File: src/rtl/interrupt_controller.sv
// Interrupt source controller: edge-latched requests, fixed-priority pick,
// alert/acknowledge handshake, in-service tracking and post-return hold-off.
module interrupt_controller #(
    parameter int unsigned NUM_SRC    = 4,
    parameter logic [31:0] VEC_BASE   = 32'h0000_0100,
    parameter logic [31:0] VEC_STRIDE = 32'h0000_0010,
    parameter int unsigned HOLDOFF    = 3,
    localparam int unsigned ID_W      = (NUM_SRC > 1) ? $clog2(NUM_SRC) : 1
) (
    input  logic               clk,
    input  logic               rst,
    input  logic [NUM_SRC-1:0] irq_req,
    input  logic [NUM_SRC-1:0] irq_enable,
    input  logic               interrupt_mask,
    input  logic               interrupt,
    input  logic               reti,
    output logic               alert,
    output logic [31:0]        vector_pc,
    output logic [ID_W-1:0]    irq_id,
    output logic               in_service,
    output logic [NUM_SRC-1:0] pending
);

    typedef enum logic [1:0] {
        S_IDLE,
        S_ALERT,
        S_SERVICE,
        S_COOLDOWN
    } state_e;

    localparam logic [2:0] HO_LAST = (HOLDOFF == 0) ? 3'd0 : 3'(HOLDOFF - 1);

    state_e             state_q, state_d;
    logic [NUM_SRC-1:0] irq_q;
    logic [NUM_SRC-1:0] pending_q, pending_d;
    logic [ID_W-1:0]    id_q, id_d;
    logic [31:0]        vpc_q, vpc_d;
    logic [2:0]         cnt_q, cnt_d;

    logic [NUM_SRC-1:0] rise;
    logic [NUM_SRC-1:0] elig;
    logic [NUM_SRC-1:0] clr;
    logic [ID_W-1:0]    win;
    logic               found;
    logic               ack;

    assign rise = irq_req & ~irq_q;
    assign elig = pending_q & irq_enable;
    assign ack  = (state_q == S_ALERT) && interrupt;

    // Lowest set index wins
    always_comb begin
        win   = '0;
        found = 1'b0;
        for (int i = 0; i < int'(NUM_SRC); i++) begin
            if (elig[i] && !found) begin
                win   = ID_W'(i);
                found = 1'b1;
            end
        end
    end

    // A fresh edge on the acknowledged source survives the clear
    always_comb begin
        clr = '0;
        for (int i = 0; i < int'(NUM_SRC); i++) begin
            clr[i] = ack && (id_q == ID_W'(i));
        end
        pending_d = (pending_q & ~clr) | rise;
    end

    always_comb begin
        state_d = state_q;
        id_d    = id_q;
        vpc_d   = vpc_q;
        cnt_d   = cnt_q;
        unique case (state_q)
            S_IDLE: begin
                if (found && !interrupt_mask) begin
                    state_d = S_ALERT;
                    id_d    = win;
                    vpc_d   = VEC_BASE + (32'(win) * VEC_STRIDE);
                end
            end
            S_ALERT: begin
                if (interrupt) begin
                    state_d = S_SERVICE;
                end else if (interrupt_mask) begin
                    state_d = S_IDLE;
                end
            end
            S_SERVICE: begin
                if (reti) begin
                    cnt_d   = 3'd0;
                    state_d = (HOLDOFF == 0) ? S_IDLE : S_COOLDOWN;
                end
            end
            S_COOLDOWN: begin
                cnt_d = cnt_q + 3'd1;
                if (cnt_q == HO_LAST) begin
                    state_d = S_IDLE;
                end
            end
            default: state_d = S_IDLE;
        endcase
    end

    always_ff @(posedge clk) begin
        if (rst) begin
            state_q   <= S_IDLE;
            irq_q     <= '0;
            pending_q <= '0;
            id_q      <= '0;
            vpc_q     <= VEC_BASE;
            cnt_q     <= 3'd0;
        end else begin
            state_q   <= state_d;
            irq_q     <= irq_req;
            pending_q <= pending_d;
            id_q      <= id_d;
            vpc_q     <= vpc_d;
            cnt_q     <= cnt_d;
        end
    end

    assign alert      = (state_q == S_ALERT);
    assign in_service = (state_q == S_SERVICE);
    assign vector_pc  = vpc_q;
    assign irq_id     = id_q;
    assign pending    = pending_q;

endmodule

File: config.mk
export PLATFORM = sky130hd
export DESIGN_NAME = interrupt_controller
export DESIGN_NICKNAME = d
export VERILOG_FILES = /design/src/rtl/interrupt_controller.sv
export SDC_FILE = /design/constraint.sdc
export NUM_CORES = 1
export LEC_CHECK = 0
export BUFFER_PORTS_ARGS = -buffer_cell sky130_fd_sc_hd__buf_2
export CAP_MARGIN = 20
export CORE_MARGIN = 8
export CORE_UTILIZATION = 43
export DETAILED_ROUTE_END_ITERATION = 10
export GPL_ROUTABILITY_DRIVEN = 0
export PLACE_DENSITY_LB_ADDON = 0.12
export SETUP_SLACK_MARGIN = 0.3
export SLEW_MARGIN = 20
export SYNTH_ARGS = -nofsm -noshare
export SYNTH_HDL_FRONTEND = slang
export SYNTH_SLANG_ARGS = --single-unit
File: constraint.sdc
create_clock -name clk -period 1.6 [get_ports clk]
set_clock_uncertainty 0.1 [all_clocks]
set_input_delay 0.32 -clock clk [delete_from_list [all_inputs] [get_ports clk]]
set_output_delay 0.32 -clock clk [all_outputs]
set_load 0.02 [all_outputs]
==> results.toml, run 1 <==
[clock_network]
cts.path.max_buffers = 2
clock-sinks = 15
clk_latency_ns = 0.29
root_buffer = "clkbuf_4"
cts_tree = "done"
htree_levels = 1
clk_pin_slew_ns = 0.09
cts_hold_buf = 0
cts_inserted_buffers = 3

[setup_path]
endpoint_kind = "primary output"
arrival_ns = 1.01
crit_fanout = 4
crit_chain = "buf_6 -> nor2b_1 -> buf_4"
path_class = "reg2out"
critPathSlowestCell = "dfxtp_4"
critPathMaxStageDelay_ns = 0.36
required_ns = 1.18
critPathLaunchType = "flip-flop"

[drt]
vias = 742
drt_drc_violations_left = 0
final_antenna_net_count = 0
totalWireLength_mm = 1.95
drt_iter0_drc = 5
drt-pass1-iter-count = 4
viasPerCell = 4.47
wl_per_cell_um = 11.8

[power]
p_total_w = 0.000904
power_switching_w = 0.000318
swShare = 0.352
p_clk_frac = 0.245
p_leak_nw = 0.504
intPower_w = 0.000585
comb_power_share = 0.288
sequentialPowerShare = 0.466
power_density_nw_per_um2 = 832
max-vdd-ir-drop_uv = 668

[sta]
finalSetupTns_ns = 0
slew_violations = 0
clock.fmax_mhz = 699
setup-violations-final = 0
period_needed_ns = 1.43
rsz0062_at_grt = "true"
hold_viol_final = 0
min_period_over_period = 0.895
worst_slack_ns = 0.169

[placed_design]
io_buffer_count = 22
pre_cts_ws_ns = 0.260
dpl_cell_area_sq_um = 962
dp_hpwl_mm = 1.54
dp_cells = 157

[global_route]
grt_overflow = 0
grt_pass1_wl_mm = 3.25
grt_pass1_vias = 755
grt_usage = 0.0941
antenna_found_initial = 0
grt_max_degree = 17

[final_layout]
stdcell_count = 166
antenna_cells = 0
drive_above_1_share = 0.370
design_area_sq_um = 1090
syn2layout_area_growth_pct = 12.7
fill_cells = 226
num-nets-final = 154

[synthesis]
yosysSeqAreaShare = 0.312
async_flop_share = 0
syn_avg_cell_area_sq_um = 8.60
yosys_warnings = 0
synth-edff-count = 0
synth-seq-cells = 15
netlist_area_sq_um = 963
synth_flop_cell = "dfxtp_1"
netlist-cell-type-count = 31
syn_inst = 112

[die]
rows = 17
die_area_sq_um = 4010
die_w_um = 63.3
initial_core_util = 0.444
pin_count = 53
core_area_sq_um = 2170
fp.dieH_um = 63.3

[hold_path]
hp-class = "in2reg"

[outcome]
status = "finished, final reports clean"

[job]
cap_violations = 0
==> timing repair <==
action	in CTS	in global routing
endpoints found under the setup margin	11	11
buffers inserted	3	2
endpoints found under the hold margin	0	0
cloned	0	0
pin swaps	0	3
gates resized for setup	13	10
==> power groups by stage <==
| stage | Sequential, W | Clock [W] | Combinational (W) |
|---|---|---|---|
| 3_5_place_dp | 0.000430 | 0 | 0.000227 |
| 6_report | 0.000421 | 0.000222 | 0.000261 |
| 2_1_floorplan | 0.000433 | 0 | 0.000230 |
| 4_1_cts | 0.000422 | 0.000228 | 0.000255 |
| 3_3_place_gp | 0.000430 | 0 | 0.000226 |
| 5_1_grt | 0.000425 | 0.000250 | 0.000284 |
==> logic make-up (layout without fill, tap and decap cells) <==
kind of cell,after synthesis,in the layout,synth area share
flops,15,15,0.312
compound gates,23,23,0.171
buf+inv,38,36,0.288
other cells,2,30,0.00780
fa+ha+maj,2,2,0.0260
simple gates,32,32,0.195
==> cell usage after synthesis, types with 2 or more instances <==
cell type  number  area (sq um)
buf_4          32           240
dfxtp_1        15           300
nor2_1         11          41.3
a21oi_1         9          45.0
nor2b_1         7          43.8
inv_1           3          11.3
nand2_1         3          11.3
nand2b_1        3          18.8
o21ai_0         3          15.0
a22o_1          2          17.5
buf_6           2          22.5
conb_1          2          7.51
ha_1            2          25.0
==> per-stage QoR <==
step                 util  hold WS [ns]
floorplan               -         0.292
CTS                 0.478         0.150
global route        0.501         0.160
finish              0.501         0.156
detailed placement  0.443         0.381
global placement    0.443         0.381
==> final timing paths <==
kind	startpoint	end	slack (ns)	cells past startpoint
min	irq_req[2]	irq_q[2]	0.16	2
min reg2reg	irq_q[0]	pending[0]	0.39	2
max	state_q[0]	in_service	0.17	3
max reg2reg	cnt_q[0]	cnt_q[2]	0.31	6
==> cells in the final DEF (no fill, tap or decap), types with 3 or more instances in the layout <==
cell type  netlist  layout
conb_1           2      30
buf_2            0      19
nor2_1          11      11
a21oi_1          9       8
buf_4           32       8
nor2b_1          7       7
dfxtp_1         15       7
dfxtp_4          0       4
dfxtp_2          0       4
nand2_1          3       3
clkbuf_4         0       3
==> state kept, by name, indices dropped and copies added, names as in the netlist, named ones only <==
name,cells
cnt_q,3
irq_id,2
irq_q,4
pending,4
state_q,1
==> layout make-up <==
class | count | area (sq um) | area share
clock buffer | 3 | 22.5 | 0.0207
timing repair buffer | 29 | 178 | 0.164
inverter | 3 | 11.3 | 0.0104
multi-input combinational | 87 | 514 | 0.474
tap | 28 | 35.0 | 0.0323
clock inverter | 1 | 5.00 | 0.00461
sequential | 15 | 320 | 0.295
==> metal layers <==
layer,global-route usage,share of wire,vias to the layer above
li1,-,-,367
met3,0.0565,0.11,4
met2,0.152,0.48,32
met5,0,0,-
met4,0.0334,0.0097,0
met1,0.0981,0.40,339
==> critical path, delay by kind of cell (launching register included) <==
kind | cells | cell delay, ns
buf+inv | 2 | 0.26
flops | 1 | 0.36
simple gates | 1 | 0.11
Power figures use the tool's default switching activity.
==> inputs of run 2 (changes only) <==
Settings changed: CELL_PAD_IN_SITES_DETAIL_PLACEMENT set to 1, CELL_PAD_IN_SITES_GLOBAL_PLACEMENT set to 1, CORE_UTILIZATION 43 to 27, RECOVER_POWER set to 100.
Clock period 1.6 ns to 1.25 ns, I/O delays scaled along.
==> results.toml, run 2 (synthesized netlist as in run 1, its figures left out) <==
[setup_path]
crit_fanout = 3
crit_chain = "buf_6 -> nor2b_1 -> buf_4"
required_ns = 0.90
critPathMaxStageDelay_ns = 0.34
endpoint_kind = "primary output"
path_class = "reg2out"
critPathLaunchType = "flip-flop"
critPathSlowestCell = "dfxtp_2"
arrival_ns = 0.98

[sta]
setup-violations-final = 8
clock.fmax_mhz = 750
worst_slack_ns = -0.0840
maxSlewHeadroom = 0.641
rsz0062_at_grt = "true"
period_needed_ns = 1.33
slew_violations = 0
min_period_over_period = 1.07
hold_viol_final = 0
worstMarginPinSlew_ns = 0.538

[global_route]
met2_usage = 0.158
grt_pass1_vias = 848
grt_use_met3 = 0.0158
grt_pass1_wl_mm = 3.90
grt_usage = 0.0888
grt_most_used_layer = "met2"
grt_overflow = 0
antenna_found_initial = 0
grt_max_degree = 10
grt_use_met1 = 0.0983

[die]
rows = 21
fp.dieH_um = 75.7
initial_core_util = 0.284
die_w_um = 75.7
core_area_sq_um = 3390
pin_count = 53
die_area_sq_um = 5740

[power]
power_switching_w = 0.000467
max-vdd-ir-drop_uv = 379
sequentialPowerShare = 0.409
p_leak_nw = 0.586
intPower_w = 0.000835
swShare = 0.359
power_density_nw_per_um2 = 957
p_clk_frac = 0.221
comb_power_share = 0.370

[final_layout]
stdcell_count = 196
finalCoreUtilization = 0.402
syn2layout_area_growth_pct = 41.3
fill_cells = 411
layout_commonest_cell = "conb_1"
mostFrequentLayoutCells = "conb_1 (30), buf_6 (16), buf_2 (11)"
antenna_cells = 0
drive_above_1_share = 0.507
num-nets-final = 166

[clock_network]
cts.path.max_buffers = 2
cts_inserted_buffers = 3
htree_levels = 1
clock-sinks = 15
clk_latency_ns = 0.29
cts_hold_buf = 0
cts_tree = "done"
clk_pin_slew_ns = 0.10
root_buffer = "clkbuf_4"

[placed_design]
pre_cts_ws_ns = -0.00430
dp_hpwl_mm = 1.90
io_buffer_count = 22
dp_cells = 180

[drt]
totalWireLength_mm = 2.58
wl_per_cell_um = 13.2
vias = 798
drt-pass1-iter-count = 5
drt_iter0_drc = 19
drt_drc_violations_left = 0
final_antenna_net_count = 0
viasPerCell = 4.07

[outcome]
status = "finished, violations left"
violations = "negative setup slack"

[hold_path]
hp-class = "in2reg"

[job]
cap_violations = 0
run 2: metrics by stage:
stage          hold slack [ns]  setup TNS, ns  total power, W  instance area (sq um)
2_1_floorplan            0.222              0        0.000853                   1080
3_3_place_gp             0.370        -0.0149        0.000858                   1040
3_5_place_dp             0.377       -0.00701        0.000862                   1040
4_1_cts                 0.0691         -0.387         0.00130                   1330
5_1_grt                 0.0772         -0.817         0.00138                   1360
6_report                0.0786         -0.383         0.00130                   1360
run 2: critical path, delay by kind of cell, from the launching register on:
family                 cells  cell delay [ns]
AND/OR/NAND/NOR            1             0.10
buffers and inverters      2             0.26
flip-flops                 1             0.34
run 2: layout make-up:
| class | instances | area (sq um) | area share |
|---|---|---|---|
| Clock buffer | 3 | 22.5 | 0.0165 |
| Tap cell | 46 | 57.6 | 0.0423 |
| Multi-Input combinational cell | 87 | 587 | 0.431 |
| Timing Repair Buffer | 41 | 353 | 0.259 |
| Sequential cell | 15 | 325 | 0.239 |
| Clock inverter | 1 | 5.00 | 0.00368 |
| Inverter | 3 | 11.3 | 0.00827 |
run 2: path summary, 6_finish.rpt:
path	start	end	slack (ns)	cells after the start
worst max register to register	flip-flop	state_q[0]	-0.08	5
worst max-delay path	state_q[0]	in_service	-0.08	3
worst min register to register	irq_q[1]	pending[1]	0.39	2
worst min-delay path	irq_req[2]	irq_q[2]	0.08	2
run 2: power by group through the flow:
| stage | sequential, W | clock [W] | combinational, W |
|---|---|---|---|
| after floorplan | 0.000558 | 0 | 0.000294 |
| after global placement | 0.000553 | 0 | 0.000306 |
| after detailed placement | 0.000554 | 0 | 0.000308 |
| after CTS | 0.000533 | 0.000304 | 0.000467 |
| after global routing | 0.000538 | 0.000325 | 0.000514 |
| final | 0.000533 | 0.000287 | 0.000482 |
run 2: timing repair:
| item | CTS | global route |
|---|---|---|
| gates resized for setup | 46 | 10 |
| setup endpoints to repair | 21 | 21 |
| setup buffers | 12 | 0 |
| pin swaps | 16 | 8 |
run 2: per-layer routing:
metal / vias up / share of wire
li1: 391 / -
met2: 35 / 0.51
met3: 4 / 0.061
met5: - / 0
met1: 368 / 0.41
met4: 0 / 0.017
==> inputs of run 3 (changes only) <==
Settings changed: CORE_UTILIZATION 27 to 33.
Clock period 1.25 ns to 1.6 ns, I/O delays scaled along.
==> results.toml, run 3 (synthesized netlist as in run 1, its figures left out) <==
[outcome]
status = "finished, final reports clean"

[sta]
hold_viol_final = 0
worstMarginPinSlew_ns = 0.799
rsz0062_at_grt = "true"
holdWs_ns = 0.160
maxSlewHeadroom = 0.468
setup-violations-final = 0
finalSetupTns_ns = 0
period_needed_ns = 1.45
clock.fmax_mhz = 688
min_period_over_period = 0.908
slew_violations = 0

[clock_network]
root_buffer = "clkbuf_4"
clk_pin_slew_ns = 0.10
clk_latency_ns = 0.28
cts.path.max_buffers = 2
cts_hold_buf = 0
clock-sinks = 15
htree_levels = 1
cts_inserted_buffers = 3
cts_tree = "done"

[power]
p_clk_frac = 0.241
swShare = 0.357
intPower_w = 0.000583
comb_power_share = 0.293
max-vdd-ir-drop_uv = 389
power_switching_w = 0.000324
sequentialPowerShare = 0.466
power_density_nw_per_um2 = 847
p_leak_nw = 0.479

[die]
initial_core_util = 0.349
fp.dieH_um = 70.0
die_area_sq_um = 4900
pin_count = 53
core_area_sq_um = 2760
rows = 19
die_w_um = 70.0

[drt]
totalWireLength_mm = 2.30
top_layer = "met4"
wl_met1_um = 981
wl_met3_um = 170
vias = 750
wl_per_cell_um = 13.4
final_antenna_net_count = 0
wl_met2_mm = 1.09
drt-pass1-iter-count = 2
viasPerCell = 4.39
drt_iter0_drc = 19
drt_drc_violations_left = 0

[setup_path]
crit_family = "flip-flops"
required_ns = 1.18
path_class = "reg2out"
endpoint_kind = "primary output"
critPathLaunchType = "flip-flop"
arrival_ns = 1.03
crit_fanout = 5
critPathMaxStageDelay_ns = 0.38
critPathSlowestCell = "dfxtp_4"
path_buf_inv = 1
crit_chain = "nor2b_1 -> buf_6"

[placed_design]
dp_hpwl_mm = 1.79
dp_cells = 159
io_buffer_count = 22
dpl_cell_area_sq_um = 958

[final_layout]
stdcell_count = 171
design_area_sq_um = 1070
drive_above_1_share = 0.279
syn2layout_area_growth_pct = 11.2
layout_commonest_cell = "conb_1"
antenna_cells = 0
finalCoreUtilization = 0.388
multiInputGateArea_sq_um = 505
num-nets-final = 156
fill_cells = 363
mostFrequentLayoutCells = "conb_1 (30), buf_2 (13), dfxtp_1 (12)"
seq_area_sq_um = 307

[global_route]
grt_overflow = 0
grt_pass1_vias = 825
grt_max_degree = 17
grt_usage = 0.0872
grt_pass1_wl_mm = 3.62
antenna_found_initial = 0

[job]
cap_violations = 0

[hold_path]
hp-class = "in2reg"
-- run 3: changes by cell type in the layout (fill, tap and decap cells not counted), moves of 3 or more --
cell	previous run	this run
a21oi_2	4	1
a21oi_1	5	8
nor2_2	3	0
dfxtp_2	5	2
clkbuf_1	2	6
dfxtp_1	5	12
o21ai_0	0	3
dfxtp_4	5	1
buf_6	16	1
nor2_1	7	11
-- run 3: repair_timing --
action	in CTS	in global routing
gates resized for setup	13	11
setup buffers	5	3
pin swaps	1	2
setup endpoints to repair	14	15
-- run 3: worst register-to-register path, cell delays in order (launching register included) --
cell	delay, ns
dfxtp_1	0.38
a22o_1	0.27
o21ai_1	0.29
a2111oi_4	0.06
a31o_1	0.23
-- run 3: cell type report --
type                    instances  share of cell area
clock buffers                   3              0.0210
clock inverters                 1             0.00467
inverters                       3              0.0105
multi-input cells              87               0.472
flip-flops and latches         15               0.286
well taps                      31              0.0362
repair buffers                 31               0.169
-- run 3: worst paths after layout --
kind         slack, ns  cells after the start        from         end
max               0.15                      2  state_q[0]       alert
max reg2reg       0.19                      4  pending[0]   irq_id[0]
min               0.16                      2  irq_req[2]    irq_q[2]
min reg2reg       0.39                      2    irq_q[1]  pending[1]
-- run 3: power by group through the flow --
stage	clock, W	sequential (W)	combinational [W]
floorplan	0	0.000433	0.000230
finish	0.000219	0.000423	0.000266
CTS	0.000234	0.000422	0.000262
detailed placement	0	0.000436	0.000225
global route	0.000247	0.000428	0.000289
global placement	0	0.000434	0.000221
-- run 3: stage by stage --
| step | worst slack [ns] | power [W] |
|---|---|---|
| after floorplan | 0.317 | 0.000664 |
| after detailed placement | 0.194 | 0.000660 |
| final | 0.147 | 0.000908 |
| after global routing | 0.105 | 0.000964 |
| after CTS | 0.199 | 0.000918 |
| after global placement | 0.246 | 0.000655 |
-- run 3: layer usage --
layer | global-route usage | up-vias
li1 | - | 370
met1 | 0.0975 | 339
met2 | 0.139 | 37
met3 | 0.0282 | 4
met4 | 0.0558 | 0
met5 | 0 | -
